`config.mk`:
```
export PLATFORM = sky130hd
export DESIGN_NAME = adc_scan_ctrl
export DESIGN_NICKNAME = d
export VERILOG_FILES = /design/src/rtl/fdf_adc_pkg.sv /design/src/rtl/adc_conv_timer.sv /design/src/rtl/adc_scan_ctrl.sv
export SDC_FILE = /design/constraint.sdc
export NUM_CORES = 1
export LEC_CHECK = 0
export BUFFER_PORTS_ARGS = -buffer_cell sky130_fd_sc_hd__buf_2
export CAP_MARGIN = 20
export CORE_UTILIZATION = 40
export DETAILED_ROUTE_END_ITERATION = 6
export PLACE_DENSITY_LB_ADDON = 0.15
export SLEW_MARGIN = 20
export SYNTH_ARGS = -nofsm -noshare
export SYNTH_HDL_FRONTEND = slang
export SYNTH_HIERARCHICAL = 1
export SYNTH_SLANG_ARGS = --single-unit
```
`constraint.sdc`:
```
create_clock -name MCLK -period 2.4 [get_ports MCLK]
set_clock_uncertainty 0.15 [all_clocks]
set_input_delay 0.36 -clock MCLK [delete_from_list [all_inputs] [get_ports MCLK]]
set_output_delay 0.36 -clock MCLK [all_outputs]
set_load 0.01 [all_outputs]
```
`src/rtl/fdf_adc_pkg.sv`:
```
// Shared types and defaults for the stick ADC emulation.
package fdf_adc_pkg;

  typedef enum logic [1:0] {CH_AX0, CH_AY0, CH_AX1, CH_AY1} adc_ch_e;

  typedef enum logic [1:0] {S_IDLE, S_SAMPLE, S_CONV, S_DONE} adc_st_e;

  localparam int         DEF_CONV_TICKS = 64;
  localparam logic [7:0] DEF_IDLE_VAL   = 8'h80;

endpackage

```
`src/rtl/adc_conv_timer.sv`:
```
// Conversion timer: clearable counter advanced by the ADC clock enable.
// tc is combinational and is high in the cycle the final enabled tick
// arrives, so the controller can leave CONV on that same edge.
module adc_conv_timer
  import fdf_adc_pkg::*;
#(
  parameter int CONV_TICKS = DEF_CONV_TICKS
) (
  input  logic MCLK,
  input  logic RESET,
  input  logic clr,
  input  logic en,
  output logic tc
);

  localparam int           W    = $clog2(CONV_TICKS) + 1;
  localparam logic [W-1:0] LAST = W'(CONV_TICKS - 1);

  logic [W-1:0] cnt_q, cnt_d;

  assign tc = en && (cnt_q == LAST);

  // Next count: clear wins, then increment; parks on LAST so it never wraps.
  always_comb begin
    cnt_d = cnt_q;
    if (clr) begin
      cnt_d = '0;
    end else if (en && (cnt_q != LAST)) begin
      cnt_d = cnt_q + W'(1);
    end
  end

  // Counter register.
  always_ff @(posedge MCLK) begin
    if (RESET) begin
      cnt_q <= '0;
    end else begin
      cnt_q <= cnt_d;
    end
  end

endmodule

```
`src/rtl/adc_scan_ctrl.sv`:
```
// 4-channel 8-bit stick ADC emulation: CPU start strobe, sample-and-hold,
// fixed CE-timed conversion, end-of-conversion flag and latched result.
// Optional macro ADC_AVG_EN: average each result with that channel's
// previous raw sample.
module adc_scan_ctrl
  import fdf_adc_pkg::*;
#(
  parameter int         CONV_TICKS = DEF_CONV_TICKS,
  parameter logic [7:0] IDLE_VAL   = DEF_IDLE_VAL
) (
  input  logic       MCLK,
  input  logic       RESET,
  input  logic       CE,
  input  logic [7:0] AX0,
  input  logic [7:0] AY0,
  input  logic [7:0] AX1,
  input  logic [7:0] AY1,
  input  logic       ST,
  input  logic [1:0] CH,
  output logic [7:0] DOUT,
  output logic       EOC,
  output logic       BUSY
);

  adc_st_e    state_q, state_d;
  adc_ch_e    chan_q, chan_d;
  logic [7:0] hold_q, hold_d;
  logic [7:0] dout_q, dout_d;
  logic       eoc_q, eoc_d;
  logic [7:0] sel_val;
  logic [7:0] result;
  logic       tmr_clr, tmr_en, tmr_tc;

  adc_conv_timer #(.CONV_TICKS(CONV_TICKS)) u_timer (
    .MCLK (MCLK),
    .RESET(RESET),
    .clr  (tmr_clr),
    .en   (tmr_en),
    .tc   (tmr_tc)
  );

  // Stick selection for the sample-and-hold.
  always_comb begin
    sel_val = AX0;
    case (chan_q)
      CH_AX0:  sel_val = AX0;
      CH_AY0:  sel_val = AY0;
      CH_AX1:  sel_val = AX1;
      CH_AY1:  sel_val = AY1;
      default: sel_val = AX0;
    endcase
  end

`ifdef ADC_AVG_EN
  logic [7:0] hist_q [4];
  logic [7:0] hist_d [4];
  logic [8:0] avg_sum;

  // Rounded mean of new sample and channel history; history keeps the raw sample.
  always_comb begin
    hist_d  = hist_q;
    avg_sum = {1'b0, hold_q} + {1'b0, hist_q[chan_q]} + 9'd1;
    result  = avg_sum[8:1];
    if (state_q == S_DONE) begin
      hist_d[chan_q] = hold_q;
    end
  end

  // Per-channel history registers.
  always_ff @(posedge MCLK) begin
    if (RESET) begin
      for (int i = 0; i < 4; i++) begin
        hist_q[i] <= IDLE_VAL;
      end
    end else begin
      hist_q <= hist_d;
    end
  end
`else
  assign result = hold_q;
`endif

  // Conversion sequencer: a new start always wins, including over terminal count.
  always_comb begin
    state_d = state_q;
    chan_d  = chan_q;
    hold_d  = hold_q;
    dout_d  = dout_q;
    eoc_d   = eoc_q;
    tmr_clr = 1'b0;
    tmr_en  = 1'b0;
    case (state_q)
      S_IDLE: begin
        if (ST) begin
          chan_d  = adc_ch_e'(CH);
          state_d = S_SAMPLE;
        end
      end
      S_SAMPLE: begin
        hold_d  = sel_val;
        tmr_clr = 1'b1;
        eoc_d   = 1'b0;
        state_d = S_CONV;
        if (ST) begin
          chan_d  = adc_ch_e'(CH);
          state_d = S_SAMPLE;
        end
      end
      S_CONV: begin
        tmr_en = CE;
        if (ST) begin
          chan_d  = adc_ch_e'(CH);
          state_d = S_SAMPLE;
        end else if (tmr_tc) begin
          state_d = S_DONE;
        end
      end
      S_DONE: begin
        dout_d  = result;
        eoc_d   = 1'b1;
        state_d = S_IDLE;
        if (ST) begin
          chan_d  = adc_ch_e'(CH);
          state_d = S_SAMPLE;
        end
      end
      default: state_d = S_IDLE;
    endcase
  end

  // Sequencer and result registers.
  always_ff @(posedge MCLK) begin
    if (RESET) begin
      state_q <= S_IDLE;
      chan_q  <= CH_AX0;
      hold_q  <= '0;
      dout_q  <= IDLE_VAL;
      eoc_q   <= 1'b1;
    end else begin
      state_q <= state_d;
      chan_q  <= chan_d;
      hold_q  <= hold_d;
      dout_q  <= dout_d;
      eoc_q   <= eoc_d;
    end
  end

  assign DOUT = dout_q;
  assign EOC  = eoc_q;
  assign BUSY = (state_q != S_IDLE);

endmodule
```
==> flow_metrics.tcl, run 1 <==
set metrics [dict create \
    peakVddDrop_v 0.0001897 \
    timing.final.crit_share_pct 79.00 \
    fin_hold_ws_ns 0.1038 \
    syn_nets 178 \
    cp_top_family "simple AND/OR/NAND/NOR gates" \
    tightest_slew_ns 0.5108 \
    placed_area_mm2 0.001530 \
    leakage_uw 0.0006418 \
    crit_path_max_incr_delay_ns 0.45 \
    die_h_um 58.54 \
    clk_pin_slew_ns 0.14 \
    synth_common_cells "nand2_1, dfxtp_1, a21oi_1" \
    gr-total-overflow 0 \
    nNetsFinal 223 \
    hold_class "in -> reg" \
    synth_warnings 6 \
    dr.pass1.iters 4 \
    cp.required_ns 2.52 \
    cts_hold_buf 0 \
    wirelength_um 2461 \
    netSwitchingFraction_pct 23.54 \
    rows 20 \
    grt_max_degree 24 \
    synthCells 139 \
    yosysMostFrequentCell "nand2_1" \
    pwr-share-clk_pct 24.3 \
    critPathMaxFanout 10 \
    hold_violations 0 \
    syn2layout_area_growth_pct 21.43 \
    synthArstFlopShare_pct 0 \
    gr-usage-all-layers_pct 16.18 \
    grt_pass1_wl_um 4160 \
    routed_via_density 4.973 \
    root_buffer "clkbuf_4" \
    path_buf_inv 1 \
    synth_seq_area_share_pct 43.84 \
    numCtsBuffers 3 \
    cts_resized 0 \
    synth-edff-count 0 \
    crit_path_end_kind "register" \
    p_per_area_mw_per_mm2 500.7 \
    place_congestion 0.6878 \
    cp-startpoint "state_q[1]$_SDFFE_PP0P_" \
    io_buffers 47 \
    drv_cap 0 \
    boundaryPins 48 \
    final_layout_size_suffix_gt1_share_pct 35.16 \
    comb_power_share_pct 12.4 \
    synth_top_area_share_pct 43.84 \
    die-area_mm2 0.003427 \
    netlist_area_mm2 0.001279 \
    synthTopCellsByArea "dfxtp_1, mux4_2, nand2_1" \
    vias 1124 \
    cts_tree "done" \
    post-route-min-period_ns 1.896 \
    maxSlewHeadroom_pct 65.90 \
    status "completed" \
    n_antenna_cell 0 \
    clockBufferDepth 2 \
    cts_sinks 28 \
    clock_latency_ns 0.33 \
    dieWidth_um 58.54 \
    coreArea_mm2 0.003053 \
    htree_num_levels 1 \
    ys_types 31 \
    drcViolationCount 0 \
    critPathKind "reg -> reg" \
    grt_antenna_before_repair 0 \
    first_global_vias 967 \
    ys_dominant_reg_cell "dfxtp_1" \
    min-delay-start "CH[0]" \
    fillers 317 \
    seqPwrFrac_pct 63.3 \
    power_switching_uw 183.0 \
    rr_startpoint "state_q[1]$_SDFFE_PP0P_" \
    slew_viol_final 0 \
    ys_seq_elements 28 \
    cp_slowest_cell "dfxtp_1" \
    dr.first_iter.drc_count 41 \
    crit_arrival_ns 2.02 \
    dpl.hpwl_um 1982 \
    ant_nets 0 \
    routedWlPerCell_um 10.89 \
    syn_area_per_cell_um2 9.199 \
    synth.largest_area_cell "dfxtp_1" \
    initial_utilization_pct 41.89 \
    setup_violations 0 \
    start_kind "register" \
    tns_ns 0 \
    p_int_uw 594.5 \
    crit_chain "nand2b_1 > inv_2 > nor2_2 > or3b_1 > o21ai_0" \
    max_freq_mhz 527.4 \
    fin_area_mm2 0.001553 \
    rsz0062_at_grt "no" \
    utilization_pct 50.86 \
    post-cts-setup-buffers 0 \
]
cell type report:
| class | instances | area [µm²] | share of cell area (%) |
|---|---|---|---|
| Multi-Input combinational cell | 100 | 664.4 | 42.79 |
| Tap cell | 44 | 55.05 | 3.546 |
| Clock buffer | 3 | 22.52 | 1.450 |
| Sequential cell | 28 | 560.5 | 36.10 |
| Timing Repair Buffer | 47 | 235.2 | 15.15 |
| Inverter | 4 | 15.01 | 0.9670 |
path summary, 6_finish.rpt:
path / end / slack [ns] / depth (start not counted)
worst max-delay path: u_timer/cnt_q[3]$_SDFFE_PP0P_ / 0.50 / 5
worst min register to register: DOUT[4]$_SDFFE_PP0P_ / 0.31 / 2
worst min-delay path: chan_q[0]$_SDFFE_PP0P_ / 0.10 / 3
worst max register to register: u_timer/cnt_q[3]$_SDFFE_PP0P_ / 0.50 / 5
power by group through the flow:
stage	Combinational, µW	Sequential (µW)	Clock, µW
after floorplan	64.8	495	0
after global placement	94.6	502	0
after detailed placement	97.1	503	0
after CTS	97.2	493	194
after global routing	107	495	209
final	96.1	492	189
registers in the layout, indices dropped and copies added, names as in the netlist:
register and cells:
EOC 1, u_timer/cnt_q 7, DOUT 8, chan_q 2
state_q 2, hold_q 8
logic make-up after synthesis:
logic type               synth area share (%)
multiplexers                            17.22
AO/OA/AOI/OAI                           11.15
flip-flops                              43.84
buffers and inverters                   4.207
XOR/XNOR                               0.6851
AND/OR/NAND/NOR                         21.92
adder cells (fa/ha/maj)                0.9783
cells in the final DEF, fill, tap and decap left out:
cell type / count
and3_1: 2
clkbuf_4: 3
buf_2: 47
nor2_1: 4
nand2_1: 39
or3_1: 1
xnor2_1: 1
or2_2: 1
nor3_1: 1
nor2_2: 1
mux4_2: 8
dfxtp_1: 28
a21oi_1: 16
a2111o_1: 1
nand2b_1: 1
nand3b_1: 1
and3_2: 1
ha_1: 1
mux2i_1: 4
inv_2: 1
and4_2: 1
and2_1: 2
inv_1: 3
a31oi_1: 5
or3b_1: 1
nand3_1: 2
nand4_1: 1
and4b_4: 1
o21ai_0: 4
worst min-delay path, cell delays in order:
cell     delay [ns]
buf_2          0.07
mux2i_1        0.05
nor2_1         0.07
metal layers:
metal	GRT usage [%]	wire length, µm	vias to the layer above
met5	0	0	-
met1	22.70	1207	499
li1	-	-	574
met4	9.864	52	0
met3	2.637	153	5
met2	23.32	1047	46
metrics by stage:
step | std cells | total power [µW] | setup WS (ns)
after detailed placement | 223 | 599.9 | 0.5486
after CTS | 226 | 784.2 | 0.5051
final | 226 | 777.5 | 0.5040
after floorplan | 139 | 560.1 | 0.8101
after global routing | 226 | 811.3 | 0.3902
after global placement | 223 | 596.9 | 0.6172
No activity file was read; power rests on OpenSTA's default activity.
==> run 2: changes to the inputs <==
Settings changed: ABC_AREA from default to 1.
Clock period 2.4 ns to 1.8 ns, I/O delays scaled along.
==> run 2 against run 1 <==
Effect of this change: global-route usage up 0.072 points; combinational power is 86% higher; maximum frequency grew 23%; setup slack got worse by 0.24 ns; non-clock buffer count grew 2; register-to-register slack lost 0.24 ns.
==> flow_metrics.tcl, run 2 <==
set metrics [dict create \
    status "completed" \
    synth_compound_area_share_pct 18.17 \
    netlist_area_mm2 0.001474 \
    setup_violations 0 \
    vias 1367 \
    worstHoldPathCells 2 \
    post-route-min-period_ns 1.536 \
    critPathMaxFanout 3 \
    synth-edff-count 0 \
    crit_path_max_incr_delay_ns 0.37 \
    coreArea_mm2 0.003442 \
    rsz0062_at_grt "no" \
    synth_common_cells "nand2_1, dfxtp_1, nand3_1, nor2_1, inv_1" \
    cts_hold_buf 0 \
    cp_slowest_cell "dfxtp_1" \
    die-area_mm2 0.003931 \
    grtUsageMet2_pct 23.10 \
    final_layout_size_suffix_gt1_share_pct 28.17 \
    muxShareOfSynthArea_pct 0 \
    ys_dominant_reg_cell "dfxtp_1" \
    synth_warnings 6 \
    leakage_uw 0.0007958 \
    pwr-share-clk_pct 27.9 \
    syn_nets 246 \
    reg2reg_slack_ns 0.26 \
    die_h_um 62.70 \
    comb_power_share_pct 15.4 \
    fin_area_mm2 0.001759 \
    grt_pass1_wl_um 5237 \
    boundaryPins 48 \
    synth.largest_area_cell "dfxtp_1" \
    synthArstFlopShare_pct 0 \
    crit_path_end_kind "register" \
    io_buffers 47 \
    nNetsFinal 293 \
    cp.required_ns 1.82 \
    p_int_uw 872.3 \
    syn_area_per_cell_um2 7.120 \
    ys_seq_elements 28 \
    seqPwrFrac_pct 56.7 \
    synthTopCellsByArea "dfxtp_1, nand2_1, nand3_1" \
    final_common_cell "buf_2" \
    crit_chain "inv_1 > nor3b_1 > nand3_1 > nor2_1 > nand3_1 > nand2_1 > nor2_1" \
    n_antenna_cell 0 \
    synth_fa_ha_area_share_pct 0.8489 \
    netSwitchingFraction_pct 25.19 \
    dp.cells 295 \
    worst_r2r_path_depth 7 \
    synthCells 207 \
    p_total_uw 1166 \
    hold_class "in -> reg" \
    grt_antenna_before_repair 0 \
    rr_endpoint "u_timer/cnt_q[4]$_SDFFE_PP0P_" \
    dr.pass1.iters 4 \
    crit_arrival_ns 1.56 \
    grtUsageMet3_pct 3.285 \
    dpl.hpwl_um 2321 \
    rows 21 \
    gr-usage-all-layers_pct 16.25 \
    clock_latency_ns 0.27 \
    gr-total-overflow 0 \
    synth_top_area_share_pct 38.03 \
    routed_via_density 4.587 \
    root_buffer "clkbuf_8" \
    ant_nets 0 \
    cts_resized 0 \
    routedWlPerCell_um 9.859 \
    final_cell_mix "buf_2, nand2_1, dfxtp_1" \
    timing.final.crit_share_pct 85.36 \
    wirelength_um 2938 \
    initial_utilization_pct 42.82 \
    yosysMostFrequentCell "nand2_1" \
    synth_top_family_by_area "simple AND/OR/NAND/NOR gates" \
    start_kind "register" \
    peakVddDrop_v 0.0003216 \
    critPathKind "reg -> reg" \
    dieWidth_um 62.70 \
    holdPathEnd "state_q[1]$_SDFFE_PP0P_" \
    grt_max_degree 18 \
    syn2layout_area_growth_pct 19.35 \
    clk_pin_slew_ns 0.09 \
    first_global_vias 1212 \
    maxSlewHeadroom_pct 67.70 \
    grt_use_met1_pct 24.86 \
    instances_no_fill 298 \
    busiest_layer "met1" \
    numCtsBuffers 3 \
    htree_num_levels 1 \
    slew_viol_final 0 \
    placed_area_mm2 0.001718 \
    yosys.area_share.simple_pct 31.92 \
    p_per_area_mw_per_mm2 662.8 \
    tns_ns 0 \
    ys_types 26 \
    tightest_slew_ns 0.4838 \
    cts_tree "done" \
    utilization_pct 51.11 \
    drcViolationCount 0 \
    min-delay-start "ST" \
    post-cts-setup-buffers 0 \
    clockBufferDepth 2 \
    hold_violations 0 \
    cts_sinks 28 \
    drv_cap 0 \
    synth_seq_area_share_pct 38.03 \
    power_switching_uw 293.7 \
    synth-xor-area-share_pct 0 \
    dr.first_iter.drc_count 56 \
    place_congestion 0.7574 \
    rr_startpoint "state_q[1]$_SDFFE_PP0P_" \
    max_freq_mhz 650.9 \
]
[run 2: metal layers]
layer  share of wire [%]  up-vias
met1                  56      566
met2                  38       39
met4                0.58        0
li1                    -      760
met3                 5.9        2
met5                   0        -
[run 2: critical path: cells and delay by family (launching register included)]
family	cells	cell delay, ns
buf+inv	1	0.09
flops	1	0.37
simple gates	6	0.82
[run 2: worst max-delay path by stage]
stage	depth (start not counted)	to	slack (ns)	startpoint
detailed placement	6	state_q[0]$_SDFFE_PP0P_	0.28	state_q[1]$_SDFFE_PP0P_
finish	7	u_timer/cnt_q[4]$_SDFFE_PP0P_	0.26	state_q[1]$_SDFFE_PP0P_
global route	6	state_q[0]$_SDFFE_PP0P_	0.06	state_q[1]$_SDFFE_PP0P_
global placement	7	u_timer/cnt_q[4]$_SDFFE_PP0P_	0.31	state_q[1]$_SDFFE_PP0P_
CTS	6	state_q[0]$_SDFFE_PP0P_	0.26	state_q[1]$_SDFFE_PP0P_
floorplan	6	state_q[0]$_SDFFE_PP0P_	0.14	state_q[0]$_SDFFE_PP0P_
[run 2: layout make-up]
type | count | area [µm²]
Tap cell | 46 | 57.56
Fill cell | 378 | 1683
Multi-Input combinational cell | 147 | 750.7
Timing Repair Buffer | 49 | 250.2
Clock buffer | 3 | 41.29
Inverter | 25 | 98.84
Sequential cell | 28 | 560.5
[run 2: per-stage QoR]
| step | hold WS [ns] | setup slack (ns) |
|---|---|---|
| 5_1_grt | 0.02611 | 0.06263 |
| 3_3_place_gp | 0.3062 | 0.3059 |
| 6_report | 0.03440 | 0.2636 |
| 4_1_cts | 0.02403 | 0.2559 |
| 3_5_place_dp | 0.3141 | 0.2827 |
| 2_1_floorplan | 0.1985 | 0.1374 |
[run 2: logic make-up after synthesis]
| logic type | count (synthesis) |
|---|---|
| AO/OA/AOI/OAI | 43 |
| AND/OR/NAND/NOR | 103 |
| buffers and inverters | 32 |
| flip-flops | 28 |
| adder cells (fa/ha/maj) | 1 |
[run 2: power groups by stage]
stage	combinational [µW]	sequential, µW	clock [µW]
5_1_grt	206	665	367
6_report	179	661	325
3_5_place_dp	180	676	0
2_1_floorplan	127	668	0
4_1_cts	181	662	342
3_3_place_gp	181	675	0
